--- config.mk ---
export PLATFORM = sky130hd
export DESIGN_NAME = fifo_traffic_gen
export DESIGN_NICKNAME = d
export VERILOG_FILES = /design/src/rtl/fifo_traffic_gen.sv
export SDC_FILE = /design/constraint.sdc
export NUM_CORES = 1
export LEC_CHECK = 0
export ABC_AREA = 1
export ABC_CLOCK_PERIOD_IN_PS = 2400
export BUFFER_PORTS_ARGS = -buffer_cell sky130_fd_sc_hd__buf_2
export CAP_MARGIN = 10
export CORE_ASPECT_RATIO = 1.25
export CORE_MARGIN = 2
export CORE_UTILIZATION = 52
export CTS_BUF_LIST = sky130_fd_sc_hd__clkbuf_16
export DETAILED_ROUTE_END_ITERATION = 6
export PLACE_DENSITY = 0.77
export SYNTH_ARGS = -nofsm -noshare
export SYNTH_HDL_FRONTEND = slang
export SYNTH_SLANG_ARGS = --single-unit
--- constraint.sdc ---
create_clock -name clk -period 2.4 [get_ports clk]
set_clock_uncertainty 0.15 [all_clocks]
set_input_delay 0.24 -clock clk [delete_from_list [all_inputs] [get_ports clk]]
set_output_delay 0.24 -clock clk [all_outputs]
set_load 0.05 [all_outputs]
--- src/rtl/fifo_traffic_gen.sv ---
`default_nettype none
// ============================================================================
// Module   : fifo_traffic_gen
// Brief    : Drives a fill / drain / mixed / flush traffic sequence into a
//            FIFO and checks read-back data against an incrementing reference.
// Revision : 1.0 - initial release
// ============================================================================
module fifo_traffic_gen #(
    parameter int                    DATA_WIDTH  = 8,
    parameter int                    BURST_LEN   = 16,
    parameter int                    MIX_CYCLES  = 32,
    parameter int                    START_DELAY = 4,
    parameter logic [DATA_WIDTH-1:0] SEED        = 8'h00
) (
    input  logic                  clk,
    input  logic                  reset,
    input  logic                  fifo_full,
    input  logic                  fifo_empty,
    output logic                  wr_en,
    output logic [DATA_WIDTH-1:0] wr_data,
    output logic                  rd_en,
    input  logic [DATA_WIDTH-1:0] rd_data,
    output logic [15:0]           wr_cnt,
    output logic [15:0]           rd_cnt,
    output logic [15:0]           error_cnt,
    output logic                  done
);

    typedef enum logic [2:0] {
        S_IDLE  = 3'd0,
        S_FILL  = 3'd1,
        S_DRAIN = 3'd2,
        S_MIXED = 3'd3,
        S_FLUSH = 3'd4,
        S_DONE  = 3'd5
    } state_t;

    // Last phase-counter value before leaving a timed state (counter starts at 0)
    localparam logic [31:0] c_idle_last  = (START_DELAY > 1) ? 32'(START_DELAY - 1) : 32'd0;
    localparam logic [31:0] c_burst_last = (BURST_LEN > 1)   ? 32'(BURST_LEN - 1)   : 32'd0;
    localparam logic [31:0] c_mix_last   = (MIX_CYCLES > 1)  ? 32'(MIX_CYCLES - 1)  : 32'd0;
    localparam logic [15:0] c_cnt_max    = 16'hFFFF;

    state_t                r_state;
    state_t                w_state_nxt;
    logic [31:0]           r_phase_cnt;
    logic [31:0]           r_burst_cnt;
    logic [DATA_WIDTH-1:0] r_wr_data;
    logic [DATA_WIDTH-1:0] r_exp_data;
    logic                  r_pend;
    logic [15:0]           r_wr_cnt;
    logic [15:0]           r_rd_cnt;
    logic [15:0]           r_err_cnt;
    logic                  w_wr_en;
    logic                  w_rd_en;

    always_comb begin
        w_state_nxt = r_state;
        w_wr_en     = 1'b0;
        w_rd_en     = 1'b0;
        case (r_state)
            S_IDLE: begin
                if (r_phase_cnt >= c_idle_last) w_state_nxt = S_FILL;
            end
            S_FILL: begin
                w_wr_en = !fifo_full;
                // A non-full cycle at the last burst slot always carries the final write
                if (fifo_full || (r_burst_cnt >= c_burst_last)) w_state_nxt = S_DRAIN;
            end
            S_DRAIN: begin
                w_rd_en = !fifo_empty;
                if (fifo_empty && !r_pend) w_state_nxt = S_MIXED;
            end
            S_MIXED: begin
                w_wr_en = !fifo_full;
                w_rd_en = !fifo_empty;
                if (r_phase_cnt >= c_mix_last) w_state_nxt = S_FLUSH;
            end
            S_FLUSH: begin
                w_rd_en = !fifo_empty;
                if (fifo_empty && !r_pend) w_state_nxt = S_DONE;
            end
            S_DONE: begin
                w_state_nxt = S_DONE;
            end
            default: begin
                w_state_nxt = S_IDLE;
            end
        endcase
    end

    always_ff @(posedge clk or negedge reset) begin
        if (!reset) begin
            r_state     <= S_IDLE;
            r_phase_cnt <= 32'd0;
            r_burst_cnt <= 32'd0;
        end else begin
            r_state     <= w_state_nxt;
            r_phase_cnt <= (w_state_nxt != r_state) ? 32'd0 : r_phase_cnt + 32'd1;
            if (w_wr_en && (r_state == S_FILL)) r_burst_cnt <= r_burst_cnt + 32'd1;
        end
    end

    // Read data arrives one clock after the accepted strobe; r_pend marks that slot
    always_ff @(posedge clk or negedge reset) begin
        if (!reset) begin
            r_wr_data  <= SEED;
            r_exp_data <= SEED;
            r_pend     <= 1'b0;
            r_wr_cnt   <= 16'd0;
            r_rd_cnt   <= 16'd0;
            r_err_cnt  <= 16'd0;
        end else begin
            r_pend <= w_rd_en;
            if (w_wr_en) begin
                r_wr_data <= r_wr_data + DATA_WIDTH'(1);
                if (r_wr_cnt != c_cnt_max) r_wr_cnt <= r_wr_cnt + 16'd1;
            end
            if (r_pend) begin
                r_exp_data <= r_exp_data + DATA_WIDTH'(1);
                if (r_rd_cnt != c_cnt_max) r_rd_cnt <= r_rd_cnt + 16'd1;
                if ((rd_data != r_exp_data) && (r_err_cnt != c_cnt_max)) r_err_cnt <= r_err_cnt + 16'd1;
            end
        end
    end

    assign wr_en     = w_wr_en;
    assign rd_en     = w_rd_en;
    assign wr_data   = r_wr_data;
    assign wr_cnt    = r_wr_cnt;
    assign rd_cnt    = r_rd_cnt;
    assign error_cnt = r_err_cnt;
    assign done      = (r_state == S_DONE);

endmodule
`default_nettype wire

Word level (Yosys, flattened, before mapping)
Cells that the tools add are included.
{"block": "word_totals", "wordCells": 51, "output_inout_bits": 59, "regBits": 132}
{"block": "op_classes", "eq_ne": 10, "n_mux": 9, "reduce_logical": 13, "addsub": 7, "magnitude_cmp": 3}
{"operator": "$add A32 B1 Y32 const B", "n": 2}
{"operator": "$add A16 B1 Y16 const B", "n": 3}
{"operator": "$ne A16 B16 Y1 const B", "n": 3}
{"operator": "$ge A32 B2 Y1 const B", "n": 1}
{"operator": "$ge A32 B4 Y1 const B", "n": 1}
{"operator": "$ge A32 B5 Y1 const B", "n": 1}
{"operator": "$mux W32", "n": 1}
{"operator": "$pmux W3 S6", "n": 1}
{"operator": "$add A8 B1 Y8 const B", "n": 2}
{"operator": "$mux W3", "n": 5}
{"operator": "$ne A8 B8 Y1", "n": 1}
{"operator": "$eq A3 B2 Y1 const B", "n": 2}
{"operator": "$eq A3 B3 Y1 const B", "n": 2}
{"operator": "$reduce_and A2 Y1", "n": 3}
{"operator": "$eq A3 B1 Y1 const B", "n": 1}
{"operator": "$logic_and A1 B1 Y1", "n": 3}
{"operator": "$logic_not A1 Y1", "n": 3}
{"operator": "$logic_not A3 Y1", "n": 1}
{"operator": "$ne A3 B3 Y1", "n": 1}
{"operator": "$reduce_or A3 Y1", "n": 1}
{"operator": "$mux W1", "n": 2}
{"operator": "$reduce_or A2 Y1", "n": 1}
{"operator": "$logic_or A1 B1 Y1", "n": 1}

Logic depth before layout (Yosys ltp)
Gate-level depths: netlist of the first run.
{"block": "logic_depth", "depth_word": 6, "mapped_depth": 13, "depth_no_buf": 12}

Worst setup path before layout of the first run
Ideal clock, no wire load.
{"block": "synth_path", "path_kind": "register to register", "start": "register r_err_cnt[0], in the netlist error_cnt[0]", "end": "register r_err_cnt[4], in the netlist error_cnt[4]", "stages_incl_launch_ff": 12, "arrival_ns": 1.865, "period_less_slack_ns": 2.136, "path_buffers": 1, "setup_time_ns": 0.121, "slack_ns": 0.264, "required_ns": 2.129, "cell_sequence": "dfrtp_1 ha_1 inv_1 nor2_2 inv_2 nor2_2 nand3b_1 nand3_2 inv_2 buf_6 nand3b_1 nand2_1"}
{"block": "synth_via", "elab_chain_len": 3, "elab_cells_between_ends": 4}
{"element": "start, declared", "line": "53", "text": "logic [15:0] r_err_cnt;"}
{"element": "start signal, assigned", "line": "122", "text": "if ((rd_data != r_exp_data) && (r_err_cnt != c_cnt_max)) r_err_cnt <= r_err_cnt + 16'd1;"}
{"element": "branches (longest 3 deep; another with $add A16 B1 Y16)"}
Several ways; the timed one is not identified.
A chain may end at the register's enable or synchronous reset.

Final worst setup path of the first run
{"block": "layout_path", "start": "register r_phase_cnt[0]", "end": "register r_phase_cnt[6]"}
{"block": "layout_via", "elab_chain_len": 5, "elab_cells_between_ends": 8}
{"element": "start, declared", "line": "46", "text": "logic [31:0] r_phase_cnt;"}
{"element": "start signal, assigned", "line": "99", "text": "r_phase_cnt <= (w_state_nxt != r_state) ? 32'd0 : r_phase_cnt + 32'd1;"}
{"element": "$ge A32 B5 Y1 or $ge A32 B2 Y1 (tied branches)", "line": "77, 63"}
{"element": "$mux W3, on equally long branches", "line": "77, 63"}
{"element": "$pmux W3 S6 *", "line": "61", "text": "case (r_state)"}
{"element": "via w_state_nxt[0]", "line": "45", "text": "state_t w_state_nxt;"}
{"element": "$ne A3 B3 Y1 *", "line": "99"}
{"element": "$mux W32 *", "line": "99"}
The timed path passes the listed nets; every way through them passes the cells marked *.

==> summary.md, run 1 <==
| Metric | Value |
|---|---|
| Clock root cell | `clkbuf_16` |
| Syn Inst Count | `roughly 930` |
| Placeable Area | `about 0.014 mm^2` |
| Failing checks | `DRC` |
| Post-synth ARST share | `100.0%` |
| Clk buf depth | `2` |
| Fin crit share | `~89%` |
| Layout area overhead | `15.56%` |
| # IOs | `71` |
| Worst rel slew slack | `a little over three fifths` |
| CP peak stage delay | `420 ps` |
| Yosys warns | `0` |
| Avg Inst Size Synth | `between 8 and 9 um^2` |
| Shortest period the worst path allows | `~2100 ps` |
| Initial core utilization | `around 54%` |
| Leak pwr | `about 0.0042 uW` |
| Die W | `about 110 um` |
| CP max-delay cell | `dfrtp_1` |
| M2 GR Usage | `between 30 and 40%` |
| Vias | `6295` |
| Top delay family on crit path | `simple AND/OR/NAND/NOR gates` |
| Synth area leader | `dfrtp_1` |
| CP max FO | `12` |
| Die Span Y | `between 100 and 150 um` |
| Fmax | `0.4666 GHz` |
| Flops & latches, synth | `132` |
| Drt initial violations | `445` |
| Post-CTS setup buffer count | `0` |
| Main synth FF type | `dfrtp_1` |
| All-Layer GR Usage | `approximately 22%` |
| Largest net degree at the start of global routing | `between 50 and 60` |
| DP HPWL | `~12000 um` |
| EDFF count, synth | `0` |
| Met1 Track Usage GR | `approximately a quarter` |
| Power Total | `approximately 7500 uW` |
| Reg-to-Reg Start | `r_phase_cnt[0]` |
| GRT Max-Usage Layer | `met2` |
| Final hold vios | `0` |
| Latest clock arrival within the worst-skew pair | `about 420 ps` |
| Inserted Clock Buffers | `17` |
| Final setup viols | `0` |
| CP Cell Sequence | `ha_1 > nand2_1 > inv_2 > nand2_4 > nand2_2 > nor2_2 > nand3_1 > nand4_2 > nand2_2 > nand2_4 > buf_4 > nor2_4` |
| Port Buf Inserts | `70` |
| Reg2Reg Depth | `12` |
| H-tree depth | `4` |
| Area of the multi-input gates | `0.003976 mm^2` |
| Filler cells | `roughly 1200` |
| WL final | `16280 um` |
| Hold Path Cell Cnt | `4` |
| Met3 usage | `approximately 4.7%` |
| Antenna Violating Nets Remaining | `0` |
| Tightest Pin Transition | `~550 ps` |
| Antenna violations before repair | `0` |
| Gpl congestion | `0.9110` |
| Die ar. | `about 0.016 mm^2` |
| Data required time of the worst path | `2550 ps` |
| Top post-synthesis cells by area | `dfrtp_1 43%, nand2_1 10%, xor2_1 8.5%, nor2_1 5.9%, nor2_4 4.5%` |
| Share of cells above drive strength 1 | `a little under a fifth` |
| Setup CP Type | `reg2reg` |
| Synth top area share | `~43%` |
| Via/cell ratio | `slightly above 5` |
| Hold Path Sink | `r_burst_cnt[1]` |
| Grt ovf | `0` |
| RSZ-0062 raised after global routing | `false` |
| Max-slew violation count | `0` |
| Core Util, Final | `between 60% and 70%` |
| Reg clk slew, reported paths | `approximately 60 ps` |
| Most common cell in the netlist | `nand2_1` |
| Hold Path Class | `in2reg` |
| Register area share after synthesis | `a little over two fifths` |
| Nets | `~1000` |
| Max-cap violations | `0` |
| Diodes inserted | `0` |
| First-pass DRT Iterations | `7` |
| Peak VDD IR | `approximately 540 uV` |
| R2r endpoint | `r_phase_cnt[6]` |
| Worst Path Buf+Inv | `2` |
| Crit. Startpoint | `r_phase_cnt[0]` |
| FF+latch area | `about 0.0033 mm^2` |
| Std-Cell Rows | `49` |
| Clk sink count | `about 130` |
| Synth top cells by count | `214 x nand2_1, 132 x dfrtp_1, 121 x nor2_1, 88 x inv_1, 75 x xor2_1` |
| Flop2flop setup slack | `260 ps` |
| Crit path DAT | `between 2000 and 2500 ps` |
| CTS tree | `yes` |
| Routed length per instance | `13.43 um` |
| Synthesized Nets | `between 900 and 1000` |
| Power Dens Cells | `approximately 830 mW/mm^2` |
| DRC violations left | `13` |
| Setup_tns | `0 ps` |
| Status | `complete, but fails checks` |
| Cell area after synthesis | `just under 0.008 mm^2` |
| Critical path endpoint category | `flop` |
| Synth cell types | `36` |
| Start point of the worst hold path | `fifo_full` |
| First-pass GRT wire length | `~28000 um` |
| Worst Setup Start Kind | `flop` |
| Vias in the first global route | `just over 6000` |
[worst max-delay path by stage]
stage	end	slack, ps	cells past startpoint
2_1_floorplan	error_cnt[4]	260	11
3_3_place_gp	r_phase_cnt[6]	300	12
3_5_place_dp	r_phase_cnt[6]	260	12
4_1_cts	r_phase_cnt[6]	230	12
5_1_grt	r_phase_cnt[6]	50	12
6_report	r_phase_cnt[6]	260	12
[worst min-delay path, stage by stage]
cell and delay, ps:
buf_2 160, nor2_4 80, nand2_1 50, nand2_1 50
[metrics by stage]
step	worst slack, ps	instances	hold WS, ps	cell area (um^2)
2_1_floorplan	264.3	932	-205.6	7750
3_3_place_gp	303.4	1178	87.85	8320
3_5_place_dp	255.5	1178	86.02	8320
4_1_cts	232.0	1212	37.72	8956
5_1_grt	46.68	1212	76.41	8956
6_report	256.9	1212	51.76	8956
[report_power, final]
group | internal [uW] | switching, uW | leakage, uW
combinational | 518 | 1310 | 0.00218
clock | 1720 | 958 | 0.000297
sequential | 2540 | 418 | 0.00172
[state kept, by name (all words and copies together) (netlist names)]
register	flops
r_exp_data	8
wr_data	8
rd_cnt	16
r_phase_cnt	32
r_pend	1
wr_cnt	16
r_burst_cnt	32
error_cnt	16
r_state	3
[layout make-up]
cell class	instances	area share, %
clock inverter	15	2.123
inverter	97	4.065
multi-input combinational	693	44.40
sequential	132	36.88
tap	178	2.487
timing repair buffer	80	5.295
clock buffer	17	4.750
[cells by family (layout without fill, tap and decap cells)]
kind of cell	after synthesis	after routing	share of synthesized area, %
AOI/OAI and AO/OA	34	34	2.357
xor gates and xnor gates	109	109	12.32
adders and majority gates	7	7	1.130
buffers and inverters	107	209	6.070
DFF	132	132	42.62
and+or+nand+nor	543	543	35.50
[routing by layer]
layer / share of wire (%) / vias to the layer above
met3: 3.7 / 56
met2: 51 / 165
met1: 41 / 2916
met5: 0 / -
li1: - / 3158
met4: 3.8 / 0
[repair_timing]
action | in CTS | in global routing
hold buffers | 2 | 0
endpoints found under the hold margin | 55 | 0
resized for setup | 0 | 0
endpoints found under the setup margin | 0 | 0
[cell usage in the layout (no fill, tap or decap), drive strengths merged]
master         n
or2            5
dfrtp        132
o21bai         3
ha             7
dlygate4sd3    2
clkinv         8
nor2         160
o21ai         23
bufinv         4
and3           1
and2           1
nor3b          1
nand3         53
a21o           2
nor4          11
clkbuf        17
xnor2         34
a21oi          6
buf           78
xor2          75
nand2        227
clkinvlp       2
nor3          38
nand4         41
inv           98
nand3b         5
No activity file was read; power rests on OpenSTA's default activity.
==> inputs of run 2 (changes only) <==
Settings changed: CTS_BUF_LIST sky130_fd_sc_hd__clkbuf_16 to unset, PLACE_DENSITY 0.77 to 0.71, SLEW_MARGIN set to 25.
==> summary.md, run 2 (same netlist as run 1, synthesis figures left out) <==
| Metric | Value |
|---|---|
| WL final | `16490 um` |
| DP HPWL | `about 12000 um` |
| Inserted Clock Buffers | `17` |
| DRC violations left | `11` |
| Clk buf depth | `2` |
| Final hold vios | `0` |
| Leak pwr | `between 0.004 and 0.005 uW` |
| Layout area overhead | `15.50%` |
| Latest clock arrival within the worst-skew pair | `between 400 and 500 ps` |
| Shortest period the worst path allows | `2089 ps` |
| Leading cell type in the layout, fill and taps excluded | `nand2_1` |
| Antenna Violating Nets Remaining | `0` |
| CP max-delay cell | `dfrtp_1` |
| Peak VDD IR | `approximately 440 uV` |
| CP Capture Point | `rd_en` |
| Port Buf Inserts | `70` |
| Worst Setup Start Kind | `flop` |
| Via/cell ratio | `5.211` |
| Reg clk slew, reported paths | `about 60 ps` |
| Gpl congestion | `approximately 0.91` |
| Grt ovf | `0` |
| Data required time of the worst path | `between 2000 and 2500 ps` |
| CP Cell Sequence | `inv_1 > nor2_1 > nand2_1 > a21oi_1 > buf_2` |
| Hold Path Class | `in2reg` |
| Post-CTS sizing | `0` |
| Vias | `approximately 6300` |
| RSZ-0062 raised after global routing | `false` |
| Power Dens Cells | `around 830 mW/mm^2` |
| # IOs | `71` |
| First-pass DRT Iterations | `7` |
| CTS tree | `yes` |
| Final setup viols | `0` |
| Power Total | `between 7000 and 8000 uW` |
| Largest net degree at the start of global routing | `53` |
| Status | `complete, but fails checks` |
| Tightest Pin Transition | `488.2 ps` |
| CP max FO | `5` |
| CP Depth | `5` |
| Drt initial violations | `397` |
| Fin crit share | `87.06%` |
| Diodes inserted | `0` |
| Placeable Area | `~0.014 mm^2` |
| Max-slew violation count | `0` |
| Setup CP Type | `reg2out` |
| Critical path endpoint category | `output port` |
| Top Registers | `r_burst_cnt x32, r_phase_cnt x32` |
| H-tree depth | `4` |
| Std-Cell Rows | `between 40 and 50` |
| Setup_tns | `0 ps` |
| Antenna violations before repair | `0` |
| Worst rel slew slack | `between 60% and 70%` |
| Top delay family on crit path | `flip-flops` |
| CP peak stage delay | `approximately 460 ps` |
| Crit path DAT | `~1700 ps` |
| Nets | `~1000` |
| Routed length per instance | `around 14 um` |
| R2r endpoint | `r_phase_cnt[0]` |
| Worst Path Buf+Inv | `2` |
| Filler cells | `~1300` |
| All-Layer GR Usage | `between 20% and 30%` |
| Initial core utilization | `between 50 and 60%` |
| Reg-to-Reg Start | `r_phase_cnt[0]` |
| Clock root cell | `clkbuf_16` |
| First-pass GRT wire length | `approximately 28000 um` |
| Max-cap violations | `0` |
| Die W | `about 110 um` |
| Flop2flop setup slack | `between 300 and 400 ps` |
| Share of cells above drive strength 1 | `a little under a fifth` |
| Reg2Reg Depth | `12` |
| Vias in the first global route | `6184` |
| Failing checks | `DRC` |
| Commonest non-fill, non-tap cells in the layout | `214 x nand2_1, 132 x dfrtp_1, 121 x nor2_1` |
| Die ar. | `approximately 0.016 mm^2` |
| Clk sink count | `132` |
| Crit. Startpoint | `r_state[2]` |
| Die Span Y | `between 100 and 150 um` |
| Fmax | `0.4786 GHz` |
==> run 2: cell types whose count changed in the layout (fill, tap and decap cells not counted), sizes merged <==
cell,previous run,this run
inv,98,99
clkinv,8,4
clkbuf,17,21
bufinv,4,3
==> run 2: repair_timing <==
action	in CTS	in global routing
endpoints found under the hold margin	50	0
hold buffers	2	0
setup buffers	0	0
==> run 2: stage by stage <==
step                cell area, um^2  util, %  instances  hold WS [ps]  setup WS [ps]
floorplan                      7750        -        932        -205.6          264.3
global placement               8320    57.51       1178         65.87          410.1
detailed placement             8320    57.51       1178         77.50          345.0
CTS                            8951    61.86       1212         78.40          316.1
global route                   8951    61.86       1212         117.4          169.4
finish                         8951    61.86       1212         91.70          310.5
==> run 2: worst min-delay path by stage <==
stage                     depth (start not counted)      start        endpoint
after floorplan                                   0      reset    error_cnt[0]
after global placement                            1      reset       rd_cnt[7]
after detailed placement                          1      reset       rd_cnt[7]
after CTS                                         4  fifo_full  r_burst_cnt[1]
after global routing                              4  fifo_full  r_burst_cnt[1]
final                                             4  fifo_full  r_burst_cnt[1]
==> run 2: power by group <==
group	total, uW	switching (uW)	internal [uW]	leakage (uW)
combinational	1840	1330	517	0.00217
sequential	2930	392	2540	0.00172
clock	2660	970	1690	0.000294
total	7440	2690	4750	0.00419
==> run 2: layout make-up <==
type,count,area (um^2),share of cell area [%]
Tap cell,178,222.7,2.488
Clock buffer,21,460.4,5.144
Inverter,97,364.1,4.068
Multi-Input combinational cell,693,3976,44.42
Timing Repair Buffer,80,474.2,5.298
Sequential cell,132,3303,36.90
Clock inverter,11,150.1,1.677
==> run 2: per-layer routing <==
| layer | global-route usage [%] | wire length, um |
|---|---|---|
| met2 | 36.65 | 8085 |
| met4 | 11.42 | 643 |
| met5 | 0 | 0 |
| met1 | 26.91 | 7188 |
| met3 | 3.678 | 572 |
==> run 2: worst reg2reg max path, cell delays in order (launching register included) <==
cell and delay (ps):
dfrtp_1 420, ha_1 250, nand2_1 80, inv_2 50
nand2_4 90, nand2_2 60, nor2_2 120, nand3_1 110
nand4_2 120, nand2_2 70, nand2_4 90, buf_12 240
nor2_1 80
